### config.mk
export PLATFORM = sky130hd
export DESIGN_NAME = stream_pkt_fifo
export DESIGN_NICKNAME = d
export VERILOG_FILES = /design/src/rtl/stream_pkg.sv /design/src/rtl/stream_fifo_ram.sv /design/src/rtl/stream_pkt_fifo.sv
export SDC_FILE = /design/constraint.sdc
export NUM_CORES = 1
export LEC_CHECK = 0
export BUFFER_PORTS_ARGS = -buffer_cell sky130_fd_sc_hd__buf_4
export CAP_MARGIN = 40
export CORE_AREA = 2 2 253 255
export CTS_CLUSTER_SIZE = 24
export DETAILED_ROUTE_END_ITERATION = 8
export DIE_AREA = 0 0 255 257
export GPL_ROUTABILITY_DRIVEN = 0
export PLACE_DENSITY = 0.6
export SYNTH_ARGS = -nofsm -noshare
export SYNTH_HDL_FRONTEND = slang
export SYNTH_SLANG_ARGS = --single-unit
### constraint.sdc
create_clock -name clk -period 14.45 [get_ports clk]
set_clock_uncertainty 0.1 [all_clocks]
set_input_delay 2.89 -clock clk [delete_from_list [all_inputs] [get_ports clk]]
set_output_delay 2.89 -clock clk [all_outputs]
set_load 0.01 [all_outputs]
### src/rtl/stream_pkg.sv
// Shared types and helpers for the stream FIFO family.
package stream_pkg;

   typedef enum logic {WR_ACCEPT, WR_DROP} stream_wr_state_t;

   localparam int PTR_MAX = 32;

   // Pointers carry one extra wrap bit above the address bits (aw).
   // Full means only that wrap bit differs.
   function automatic logic ptr_full(input logic [PTR_MAX-1:0] wr,
                                     input logic [PTR_MAX-1:0] rd,
                                     input int unsigned aw);
      return (wr ^ rd) == (PTR_MAX'(1) << aw);
   endfunction

endpackage

### src/rtl/stream_fifo_ram.sv
// Simple dual-port RAM: one synchronous write port, one synchronous read port.
module stream_fifo_ram #(
   parameter int WIDTH = 33,
   parameter int DEPTH = 16
) (
   input  logic                     clk,
   input  logic                     we,
   input  logic [$clog2(DEPTH)-1:0] waddr,
   input  logic [WIDTH-1:0]         wdata,
   input  logic                     re,
   input  logic [$clog2(DEPTH)-1:0] raddr,
   output logic [WIDTH-1:0]         rdata
);

   logic [WIDTH-1:0] mem [DEPTH];

   always_ff @(posedge clk) begin
      if (we) mem[waddr] <= wdata;
      if (re) rdata <= mem[raddr];
   end

endmodule

### src/rtl/stream_pkt_fifo.sv
// Store-and-forward packet FIFO; oversize packets are dropped whole.
// Define STREAM_PKT_FIFO_ERR_DROP_EN to also drop packets flagged by s_err on the last beat.
module stream_pkt_fifo
   import stream_pkg::*;
#(
   parameter int DATA_WIDTH    = 32,
   parameter int DEPTH         = 16,
   parameter int MAX_PKT_BEATS = 4,
   parameter int CNT_WIDTH     = 16
) (
   input  logic                     clk,
   input  logic                     rst,
   input  logic [DATA_WIDTH-1:0]    s_data,
   input  logic                     s_last,
   input  logic                     s_err,
   input  logic                     s_valid,
   output logic                     s_ready,
   output logic [DATA_WIDTH-1:0]    m_data,
   output logic                     m_last,
   output logic                     m_valid,
   input  logic                     m_ready,
   output logic [$clog2(DEPTH):0]   pkt_count,
   output logic [CNT_WIDTH-1:0]     drop_count
);

   localparam int unsigned AW = $clog2(DEPTH);
   localparam int unsigned PW = AW + 1;
   localparam int unsigned BW = $clog2(MAX_PKT_BEATS) + 1;
   localparam logic [BW-1:0] LAST_IDX = BW'(MAX_PKT_BEATS - 1);

   stream_wr_state_t state, state_nxt;
   logic [PW-1:0]    wr_ptr, wr_tmp, rd_ptr, rd_addr;
   logic [BW-1:0]    beat_cnt;
   logic             full, s_fire, wr_en, err_drop, commit, drop_ev, oversize;
   logic             m_fire, ram_re, ram_vld, adv;
   logic [DATA_WIDTH:0] ram_q;

`ifdef STREAM_PKT_FIFO_ERR_DROP_EN
   assign err_drop = s_err;
`else
   logic unused_err;
   assign unused_err = s_err;
   assign err_drop   = 1'b0;
`endif

   // rd_ptr tracks popped beats, so entries still in the read pipeline stay protected.
   assign full     = ptr_full(PTR_MAX'(wr_tmp), PTR_MAX'(rd_ptr), AW);
   assign s_fire   = s_valid && s_ready;
   assign wr_en    = s_fire && (state == WR_ACCEPT);
   assign oversize = !s_last && (beat_cnt == LAST_IDX);
   assign commit   = wr_en && s_last && !err_drop;
   assign drop_ev  = wr_en && ((s_last && err_drop) || oversize);

   always_ff @(posedge clk) begin
      if (rst) state <= WR_ACCEPT;
      else     state <= state_nxt;
   end

   always_comb begin
      state_nxt = state;
      s_ready   = 1'b0;
      if (!rst) begin
         case (state)
            WR_ACCEPT: begin
               s_ready = !full;
               if (s_valid && !full && oversize) state_nxt = WR_DROP;
            end
            WR_DROP: begin
               s_ready = 1'b1;
               if (s_valid && s_last) state_nxt = WR_ACCEPT;
            end
            default: state_nxt = WR_ACCEPT;
         endcase
      end
   end

   always_ff @(posedge clk) begin
      if (rst) begin
         wr_ptr   <= '0;
         wr_tmp   <= '0;
         beat_cnt <= '0;
      end else if (wr_en) begin
         if (s_last) begin
            beat_cnt <= '0;
            if (err_drop) wr_tmp <= wr_ptr;
            else begin
               wr_tmp <= wr_tmp + PW'(1);
               wr_ptr <= wr_tmp + PW'(1);
            end
         end else if (oversize) begin
            wr_tmp   <= wr_ptr;
            beat_cnt <= '0;
         end else begin
            wr_tmp   <= wr_tmp + PW'(1);
            beat_cnt <= beat_cnt + BW'(1);
         end
      end
   end

   stream_fifo_ram #(.WIDTH(DATA_WIDTH + 1), .DEPTH(DEPTH)) u_ram (
      .clk   (clk),
      .we    (wr_en),
      .waddr (wr_tmp[AW-1:0]),
      .wdata ({s_last, s_data}),
      .re    (ram_re),
      .raddr (rd_addr[AW-1:0]),
      .rdata (ram_q)
   );

   // Two-stage read: RAM output stage, then the output register.
   assign m_fire = m_valid && m_ready;
   assign adv    = ram_vld && (!m_valid || m_fire);
   assign ram_re = (rd_addr != wr_ptr) && (!ram_vld || adv);

   always_ff @(posedge clk) begin
      if (rst) begin
         rd_addr <= '0;
         rd_ptr  <= '0;
         ram_vld <= 1'b0;
         m_valid <= 1'b0;
         m_data  <= '0;
         m_last  <= 1'b0;
      end else begin
         if (ram_re) rd_addr <= rd_addr + PW'(1);
         ram_vld <= ram_re || (ram_vld && !adv);
         if (adv) begin
            m_valid          <= 1'b1;
            {m_last, m_data} <= ram_q;
         end else if (m_fire) begin
            m_valid <= 1'b0;
         end
         if (m_fire) rd_ptr <= rd_ptr + PW'(1);
      end
   end

   always_ff @(posedge clk) begin
      if (rst) begin
         pkt_count  <= '0;
         drop_count <= '0;
      end else begin
         case ({commit, m_fire && m_last})
            2'b10:   pkt_count <= pkt_count + 1'b1;
            2'b01:   pkt_count <= pkt_count - 1'b1;
            default: pkt_count <= pkt_count;
         endcase
         if (drop_ev && (drop_count != '1)) drop_count <= drop_count + 1'b1;
      end
   end

endmodule

After elaboration in Yosys (flattened, before gate mapping) --
Memories as Yosys holds them, arrays and structs flattened. A register that Yosys moved wholly into a read port is not among the register bits. Index checks and enable logic that the tools add are counted.
Cells by class: add/sub/neg operators 7, muxes and demuxes 14, bitwise operators 2, reductions and logical operators 25, eq/ne operators 6
Operators by type and width (count):
- adder 5 x 1 -> 5 bit (second input constant) | 4
- adder 16 x 1 -> 16 bit (second input constant) | 1
- inequality test 16 bit (second input constant) | 1
- logical AND 1 bit | 14
- 2-to-1 mux 5 bit | 2
- one-hot mux 5 bit (2 select lines) | 1
- 2-to-1 mux 1 bit | 7
- 2-to-1 mux 3 bit | 2
- == test 5 bit (second input constant) | 1
- zero test 1 bit | 5
- inequality test 5 bit | 1
- subtractor 5 x 1 -> 5 bit (second input constant) | 1
- bitwise XOR 5 bit | 1
- one-hot mux 1 bit (2 select lines) | 2
- nonzero test 2 bit | 2
- adder 3 x 1 -> 3 bit (second input constant) | 1
- == test 3 x 2 -> 1 bit (second input constant) | 1
- logical OR 1 bit | 3
- == test 2 x 1 -> 1 bit (second input constant) | 1
- == test 2 bit (second input constant) | 1
- AND reduction 2 bit | 1
- NOT 1 bit | 1
Storage, ports and cells: RAM bits 528, memories kept 1, register bits after elaboration 80, output and inout bits 56
Memories:
- u_ram.mem | words 16, bits a word 33, read ports 1, clocked after memory_dff 1, wr ports 1, line stream_fifo_ram.sv:15 | logic [WIDTH-1:0] mem [DEPTH];

Logic depth before layout (Yosys ltp) --
Gate-level depths: netlist (run 1).
word-level depth 10, gate-level depth with buffers 14, depth with buffers taken out 12

Cells and area by module --
A second synthesis (run 1) with hierarchy kept.
Unflattened totals: cells, all modules 1299, area total of the unflattened synthesis 24633.6 sq um
Modules (own cells, without submodules):
- stream_fifo_ram | times used 1, cells each 864, area each 20961.4 sq um
- stream_pkt_fifo | times used 1, cells each 435, area each 3672.3 sq um

Worst setup path after synthesis (run 1) --
No wires, ideal clock.
path type input port to flip-flop, from input s_valid, to memory u_ram.mem[0][0], enable pin, path slack 6.889 ns, data required time 13.832 ns, stages on the path 5, arrival 6.943 ns, setup time 0.518 ns, path buffers 1, path through and2b_2 -> and2_1 -> o21ai_0 -> buf_2 -> nor4b_1
Between the ends: word-level cells in the longest chain between the ends 4
RTL lines:
- start: declaration | line stream_pkt_fifo.sv:16 | input logic s_valid,
- logical AND 1 bit | line stream_pkt_fifo.sv:48 | assign s_fire = s_valid && s_ready;
- logical AND 1 bit | line stream_pkt_fifo.sv:49 | assign wr_en = s_fire && (state == WR_ACCEPT);
- 2-to-1 mux 1 bit | line stream_fifo_ram.sv:18 | if (we) mem[waddr] <= wdata;
- 2-to-1 mux 1 bit (implied by the code) | line stream_fifo_ram.sv:18
- end: declaration | line stream_fifo_ram.sv:15
No other way between the ends.

Worst setup path in the final report (run 1) --
from input rst, to output s_ready
Between the ends: word-level cells in the longest chain between the ends 1
RTL lines:
- start: declaration | line stream_pkt_fifo.sv:12 | input logic rst,
- 2-to-1 mux 1 bit | line stream_pkt_fifo.sv:62 | if (!rst) begin
- end: declaration | line stream_pkt_fifo.sv:17 | output logic s_ready,
No other way between the ends.

==> flow_summary.ini, run 1 <==
[run_status]
status = completed

[detailed_routing]
first_pass_iters = 5
drcViolationCount = 0
post_drt_wl_per_cell_um = 22.5
ant_nets = 0
drtIter0Drc = 1029
route.vias.total = 12597
finalWirelength_mm = 53.2
via_per_inst = 5.33

[cts]
htreeDepth = 3
cts_setup_buffers = 0
clk_pin_slew_worst_paths_ps = 60
cts_inserted_buffers = 70
cts_tree = yes
clock_path_buffers = 3
clock-root-buffer = clkbuf_16
clkSinkCount = 641
ctsResizeCount = 0
cts_hold_buf = 0
clk_latency_ps = 600

[sta]
fin_crit_sh_pct = 45.1
worstMarginPinSlew_ps = 855
final_hold_viol_count = 0
rsz0062_at_grt = false
slew_violations = 0
timing.setup.tns_ps = 0
finalSetupViolCount = 0
slew_headroom_pct = 43.0
fmax_ghz = 0.154
worst_slack_ps = 7940
period_minus_slack_ps = 6510

[yosys]
netlist-cell-type-count = 64
synth_cells = 1337
synth_warnings = 0
synth.net_count = 1386
syn_avg_cell_area_sq_um = 18.6
synth_top_family_by_area = multiplexers
synth_area_sq_um = 24900
ys.flop_type = edfxtp_1
synth_compound_area_share_pct = 4.28
synth-adder-area-share_pct = 0.554
muxShareOfSynthArea_pct = 13.5
synth-xor-area-share_pct = 0.881
async_reset_ff_share_pct = 0
ys_seq_area_share_pct = 74.2
synth-simple-area-share_pct = 4.93
synth_seq_cells = 641
synth-edff-count = 561

[power]
swShare_pct = 25.6
power.leakage_nw = 9.18
comb_power_share_pct = 17.6
cellInternalPower_w = 0.00349
clkPwrFrac_pct = 35.5
peakVddDrop_mv = 0.0973
power.net_switching_w = 0.00121
power_density_nw_per_um2 = 163
pwr-share-seq_pct = 46.9

[grt]
grt_pass1_wl_mm = 79.1
antenna_found_initial = 1
grt_max_degree = 52
grt_pass1_vias = 12780
grtUsageTotal_pct = 16.4
gr-total-overflow = 0

[final_layout]
final_nets = 1509
fin_area_sq_um = 28900
drive_gt1_share_pct = 26.2
final_cells = 2363
syn_to_final_growth_pct = 16.2

[critical_path]
crit_start = rst
path_cells = buf_4 -> nor2_1 -> buf_4
worstSetupPathType = input port to output pin
cp_max_fo = 36
critical_path.max_stage_delay_ps = 380
cp.required_ps = 11460
end_kind = output pin
crit_arrival_ps = 3520
path_common_cell = buf_4
slowest_stage = buf_4
r2r-start = wr_tmp[2]$_SDFFE_PP0P_
critPathLaunchType = input port
r2r_setup_slack_ps = 10670

[placement]
numPortBuffers = 92
dp_hpwl_mm = 27.5
pre_cts_ws_ps = 7910
place_area_sq_um = 26700
dp_cells = 2234

[min_path]
min-delay-start = m_data[1]$_SDFFE_PP0P_
hold_path_class = register to register

[floorplan]
initial_core_util_pct = 39.6
ios = 94
die_w_um = 255
dieHeight_um = 257
coreArea_sq_um = 62700
rows = 92
die-area_sq_um = 65500

[job]
maxCapViolCount = 0
## through the flow
| step | utilization [%] | hold WS (ps) | total power [W] |
|---|---|---|---|
| global route | 46.0 | 376 | 0.00490 |
| floorplan | - | 336 | 0.00280 |
| detailed placement | 42.6 | 349 | 0.00309 |
| global placement | 42.3 | 346 | 0.00304 |
| CTS | 46.0 | 357 | 0.00476 |
| finish | 46.0 | 354 | 0.00470 |
## final cells by class
| type | count | area [sq um] |
|---|---|---|
| well taps | 846 | 1060 |
| flip-flops and latches | 641 | 18500 |
| repair buffers | 129 | 1100 |
| clock buffers | 102 | 1970 |
| clock inverters | 26 | 193 |
| fillers | 5314 | 33800 |
| diodes | 1 | 2.50 |
| inverters | 9 | 33.8 |
| multi-input cells | 609 | 6070 |
## per-layer routing
layer | vias up | share of wire (%) | track usage (%)
met5 | - | 0.019 | 0
met3 | 75 | 5.0 | 3.17
met2 | 291 | 48 | 26.2
li1 | 5621 | - | -
met1 | 6608 | 45 | 23.0
met4 | 2 | 1.9 | 4.52
## synth_stat cells, types with 9 or more instances
cell      count  share of area (%)
mux4_2      132                 12
edfxtp_1    561                 68
mux2i_1      37                1.5
o21ai_0      11               0.22
inv_1         9               0.14
ha_1         11               0.55
nand3_1      18               0.36
nor2_1       35               0.53
clkbuf_1     43               0.65
buf_2        23               0.46
a211oi_1     39                1.2
nand2_1      84                1.3
xnor2_1      11               0.39
nor2b_1      38               0.96
dfxtp_1      80                6.4
a21oi_1      88                1.8
xor2_1       14               0.49
## sequential cells by signal (all words and copies together) (netlist names), 16 cells and up
name / cells
u_ram.rdata: 33
drop_count: 16
m_data: 32
u_ram.mem: 528
## cell families (layout without fill, tap and decap cells)
| group | count (synthesis) | count (layout) |
|---|---|---|
| adders and majority gates | 11 | 11 |
| DFF | 641 | 641 |
| other | 0 | 1 |
| xor gates and xnor gates | 25 | 25 |
| and+or+nand+nor | 232 | 232 |
| AOI/OAI and AO/OA | 170 | 170 |
| buffers and inverters | 87 | 266 |
| muxes | 171 | 171 |
## final timing paths
path                                                  end  depth (start not counted)
worst min register to register     m_data[1]$_SDFFE_PP0P_                          2
worst min-delay path               m_data[1]$_SDFFE_PP0P_                          2
worst max-delay path                              s_ready                          3
worst max register to register  pkt_count[4]$_SDFFE_PP0P_                         12
## power by group through the flow
stage | Combinational, W | Sequential, W | Clock (W)
final | 0.000826 | 0.00220 | 0.00167
after global routing | 0.000905 | 0.00221 | 0.00178
after floorplan | 0.000589 | 0.00221 | 0
after detailed placement | 0.000845 | 0.00224 | 0
after CTS | 0.000848 | 0.00221 | 0.00171
after global placement | 0.000752 | 0.00229 | 0
## placed cells by master, fill, tap and decap left out, types with 7 or more instances in the layout
cell type	netlist	final
a211oi_1	39	39
a21oi_1	88	88
and4b_2	0	8
buf_4	5	121
clkbuf_1	43	23
clkbuf_16	0	71
clkbuf_8	1	8
clkinv_2	0	13
dfxtp_1	80	76
edfxtp_1	561	561
ha_1	11	11
inv_1	9	8
mux2i_1	37	37
mux4_2	132	132
nand2_1	84	84
nand3_1	18	18
nor2_1	35	34
nor2b_1	38	37
o21ai_0	11	10
o31ai_1	7	7
or4_1	7	7
xnor2_1	11	11
xor2_1	14	14
## worst max-delay path, delay by kind of cell
kind          cells  cell delay, ps
simple gates      1             100
buf+inv           2             540
Note: power is estimated with default switching activity, not from simulation.
==> inputs of run 2 (changes only) <==
- ABC_AREA: default -> 1
- CORE_AREA: 2 2 253 255 -> 2 2 255 257
- DIE_AREA: 0 0 255 257 -> 0 0 257 259
- clock period: 14.45 -> 6.3 ns (I/O delays scaled with it)
==> flow_summary.ini, run 2 <==
[placement]
numPortBuffers = 92
pre_cts_ws_ps = 2350
dp_hpwl_mm = 33.1
dp_cells = 2881

[floorplan]
die_w_um = 257
coreArea_sq_um = 63900
ios = 94
rows = 93
die-area_sq_um = 66600
dieHeight_um = 259
initial_core_util_pct = 39.5

[detailed_routing]
finalWirelength_mm = 62.8
drcViolationCount = 0
post_drt_wl_per_cell_um = 20.9
route.vias.total = 16155
first_pass_iters = 5
via_per_inst = 5.39
drtIter0Drc = 1548
ant_nets = 0

[critical_path]
cp_max_fo = 12
end_kind = register
crit_arrival_ps = 3770
path_delay_family = simple AND/OR/NAND/NOR gates
slowest_stage = nand4_1
critical_path.max_stage_delay_ps = 510
cp.required_ps = 6730
path_buf_inv = 2
path_cells = buf_4 -> inv_1 -> nor2_1 -> nand4_1 -> ha_1 -> xor2_1 -> ha_1 -> a21o_1 -> nand3_1 -> o31ai_1 -> o211ai_1 -> nand2_1 -> nand2_1 -> nor2_1
worstSetupPathType = input port to register
critPathLaunchType = input port

[cts]
clkSinkCount = 641
cts_setup_buffers = 0
clk_pin_slew_worst_paths_ps = 50
clock-root-buffer = clkbuf_16
cts_inserted_buffers = 67
ctsResizeCount = 0
clk_latency_ps = 600
clock_path_buffers = 3
cts_tree = yes
cts_hold_buf = 0
htreeDepth = 3

[sta]
holdWs_ps = 347
fmax_ghz = 0.299
worst_slack_ps = 2960
slew_violations = 0
final_hold_viol_count = 0
period_minus_slack_ps = 3340
slew_headroom_pct = 21.0
fin_crit_sh_pct = 53.1
rsz0062_at_grt = false
worstMarginPinSlew_ps = 1190
finalSetupViolCount = 0
timing.setup.tns_ps = 0

[yosys]
synth_area_sq_um = 25200
synth.net_count = 2065
synth_warnings = 0
netlist-cell-type-count = 42
synth_cells = 2016
synth_seq_cells = 641
ys_seq_area_share_pct = 73.2
synthTopCellsByArea = edfxtp_1, dfxtp_1, o21ai_0, nor2_1, nand2_1
syn_avg_cell_area_sq_um = 12.5
synth_common_cells = edfxtp_1, nor2_1, o21ai_0
yosysMostFrequentCell = edfxtp_1
async_reset_ff_share_pct = 0
synth_top_cell_area_share_pct = 66.8
synth-edff-count = 561
yosysTopAreaCell = edfxtp_1
ys.flop_type = edfxtp_1

[power]
power_density_nw_per_um2 = 383
peakVddDrop_mv = 0.393
power.leakage_nw = 9.79

[min_path]
hold_path_class = register to register

[grt]
gr-total-overflow = 0
grt_pass1_wl_mm = 95.5
grt_max_degree = 265
grt_pass1_vias = 16068
antenna_found_initial = 2
grtUsageTotal_pct = 18.8

[final_layout]
final_cells = 3000
largest_reg_flops = 528
syn_to_final_growth_pct = 15.6
mostFrequentLayoutCell = edfxtp_1
top_regs = u_ram.mem (528), u_ram.rdata (33), m_data (32)
fillCellCount = 5648
largest-register = u_ram.mem
drive_gt1_share_pct = 12.8
layout_common_cells = edfxtp_1, nor2_1, o21ai_0
antenna_cells = 0
final_nets = 2144

[job]
maxCapViolCount = 0

[run_status]
status = completed
==> run 2: path summary, 6_finish.rpt <==
check,slack (ps),from,endpoint,depth (start not counted)
setup / recovery,2960,s_valid,pkt_count[4]$_SDFFE_PP0P_,14
hold / removal,350,beat_cnt[2]$_SDFFE_PP0P_,beat_cnt[2]$_SDFFE_PP0P_,2
setup reg to reg,3100,wr_tmp[2]$_SDFFE_PP0P_,u_ram.mem[5][27]$_DFFE_PP_,11
hold reg to reg,350,beat_cnt[2]$_SDFFE_PP0P_,beat_cnt[2]$_SDFFE_PP0P_,2
==> run 2: area by class of cell <==
cell class	instances	area, sq um	area share, %
Clock buffer	92	1840	6.32
Sequential cell	641	18500	63.3
Clock inverter	27	313	1.07
Timing Repair Buffer	135	1190	4.09
Multi-Input combinational cell	1199	6080	20.9
Tap cell	855	1070	3.67
Inverter	51	200	0.686
==> run 2: logic make-up after synthesis <==
logic type,share of synthesized area [%]
AOI/OAI and AO/OA,11.3
xor gates and xnor gates,0.834
adders and majority gates,0.546
buffers and inverters,3.21
DFF,73.2
and+or+nand+nor,11.0
==> run 2: where the power goes <==
part	total [W]	switching (W)	internal [W]
combinational	0.00225	0.00156	0.000694
sequential	0.00504	0.000134	0.00491
clock	0.00389	0.00158	0.00230
==> run 2: worst register-to-register path, stage by stage (launching register included) <==
cell and delay, ps:
dfxtp_1 480, nand2_1 100, nand2_1 110, nor2_4 50
nand4_4 130, inv_2 60, nor2_4 120, nand2_4 170
inv_2 160, nand2_1 240, nor2_4 620, buf_4 500
==> run 2: per-layer routing <==
metal	GRT usage [%]	wire, um
met3	3.23	3920
met1	24.1	26500
met5	0	13
met2	32.5	31100
met4	6.10	1280
==> run 2: metrics by stage <==
stage	utilization [%]	area (sq um)	power (W)
floorplan	-	25200	0.00660
CTS	45.6	29200	0.0113
global placement	41.9	26800	0.00731
detailed placement	42.3	27000	0.00741
global route	45.6	29200	0.0117
finish	45.6	29200	0.0112
==> inputs of run 3 (changes only) <==
- clock period: 6.3 -> 3.5 ns (I/O delays scaled with it)
==> flow_summary.ini, run 3 (synthesized netlist as in run 2, its figures left out) <==
[critical_path]
path_cells = nand2_1 -> nand2_1 -> nor2_4 -> nand4_4 -> inv_2 -> nor2_4 -> nand2_4 -> inv_2 -> nand2_1 -> nor2_4 -> buf_12
critPathLaunchType = register
end_kind = register
critical_path.max_stage_delay_ps = 520
slowest_stage = dfxtp_1
cp_max_fo = 24
reg2reg_depth = 11
crit_arrival_ps = 3100
rr_endpoint = u_ram.mem[6][14]$_DFFE_PP_
r2r_setup_slack_ps = 610
cp.required_ps = 3700
worstSetupPathType = register to register
r2r-start = wr_tmp[2]$_SDFFE_PP0P_

[detailed_routing]
route.vias.total = 15920
drtIter0Drc = 1421
ant_nets = 0
via_per_inst = 5.32
finalWirelength_mm = 62.1
first_pass_iters = 5
post_drt_wl_per_cell_um = 20.7
drcViolationCount = 0

[sta]
period_minus_slack_ps = 2890
timing.setup.tns_ps = 0
final_hold_viol_count = 0
slew_violations = 0
finalSetupViolCount = 0
slew_headroom_pct = 19.5
worst_slack_ps = 605
worstMarginPinSlew_ps = 1210
fin_crit_sh_pct = 82.7
fmax_ghz = 0.345
rsz0062_at_grt = false

[grt]
top_usage_layer = met2
grt_pass1_wl_mm = 94.8
gr-usage-met2_pct = 31.5
gr-total-overflow = 0
met3_usage_pct = 3.26
grt_max_degree = 267
grtUsageTotal_pct = 18.6
grt_pass1_vias = 15790
antenna_found_initial = 4
grt_use_met1_pct = 24.3

[floorplan]
die-area_sq_um = 66600
die_w_um = 257
initial_core_util_pct = 39.5
coreArea_sq_um = 63900
rows = 93
ios = 94
dieHeight_um = 259

[final_layout]
fin_util_pct = 45.5
largest-register = u_ram.mem
syn_to_final_growth_pct = 15.3
seqCellArea_sq_um = 18500
fillCellCount = 5633
largest_reg_flops = 528
top_regs = u_ram.mem (528), u_ram.rdata (33), m_data (32)
layout_common_cells = edfxtp_1, nor2_1, o21ai_0
mostFrequentLayoutCell = edfxtp_1
final_nets = 2132
final_cells = 2993
drive_gt1_share_pct = 12.5
multi_input_area_sq_um = 6080

[min_path]
hold_path_class = input port to register
holdPathEnd = u_ram.mem[0][0]$_DFFE_PP_
whs_path_depth = 1
min-delay-start = s_data[0]

[cts]
cts_setup_buffers = 0
htreeDepth = 2
ctsResizeCount = 0
clkSinkCount = 641
cts_tree = yes
clock-root-buffer = clkbuf_16
clk_latency_ps = 620
cts_inserted_buffers = 61
cts_hold_buf = 0
clk_pin_slew_worst_paths_ps = 60
clock_path_buffers = 3

[job]
maxCapViolCount = 0

[run_status]
status = completed

[power]
power.leakage_nw = 9.72
power_density_nw_per_um2 = 683
peakVddDrop_mv = 0.878

[placement]
dp_hpwl_mm = 33.2
numPortBuffers = 92
dp_cells = 2875
pre_cts_ws_ps = 535
==> run 3: cell count changes in the layout (fill, tap and decap cells not counted), moves of 3 or more <==
| cell | previous run | this run |
|---|---|---|
| clkbuf_8 | 1 | 8 |
| clkinv_8 | 3 | 0 |
| clkbuf_16 | 70 | 63 |
| buf_12 | 8 | 19 |
| buf_16 | 4 | 0 |
| buf_4 | 123 | 109 |
==> run 3: worst max-delay path, delay by kind of cell, from the launching register on <==
kind / cells / cell delay [ps]
flops: 1 / 520
simple gates: 8 / 1420
buf+inv: 3 / 500
==> run 3: worst max-delay path by stage <==
stage                                      start                         end  slack (ps)  cells past startpoint
after floorplan                          s_valid   u_ram.mem[0][0]$_DFFE_PP_         290                      6
after global placement                   s_valid   u_ram.mem[8][9]$_DFFE_PP_         580                      8
after detailed placement                 s_valid  u_ram.mem[6][11]$_DFFE_PP_         540                      8
after CTS                 wr_tmp[2]$_SDFFE_PP0P_   u_ram.mem[6][1]$_DFFE_PP_         600                     11
after global routing      wr_tmp[2]$_SDFFE_PP0P_   u_ram.mem[6][1]$_DFFE_PP_         410                     11
final                     wr_tmp[2]$_SDFFE_PP0P_  u_ram.mem[6][14]$_DFFE_PP_         610                     11
==> run 3: layer usage <==
layer | routed length [um] | vias to the layer above
li1 | - | 7476
met1 | 26400 | 7945
met2 | 30500 | 409
met3 | 3430 | 86
met4 | 1670 | 4
met5 | 28 | -
==> run 3: cell type report <==
class	instances	share of cell area, %
diodes	2	0.0172
well taps	855	3.68
flip-flops and latches	641	63.5
clock buffers	91	6.06
clock inverters	25	1.02
multi-input cells	1199	20.9
inverters	51	0.688
repair buffers	129	4.17
==> run 3: through the flow <==
stage                     total power, W  hold WS [ps]  cell area [sq um]
after floorplan                   0.0119           325              25200
after global routing              0.0208           252              29100
after detailed placement          0.0133           340              27000
after CTS                         0.0201           232              29100
final                             0.0199           270              29100
after global placement            0.0132           331              27000
==> run 3: where the power goes <==
part | internal, W | switching, W | total, W
combinational | 0.00125 | 0.00282 | 0.00408
clock | 0.00398 | 0.00277 | 0.00674
sequential | 0.00883 | 0.000222 | 0.00905
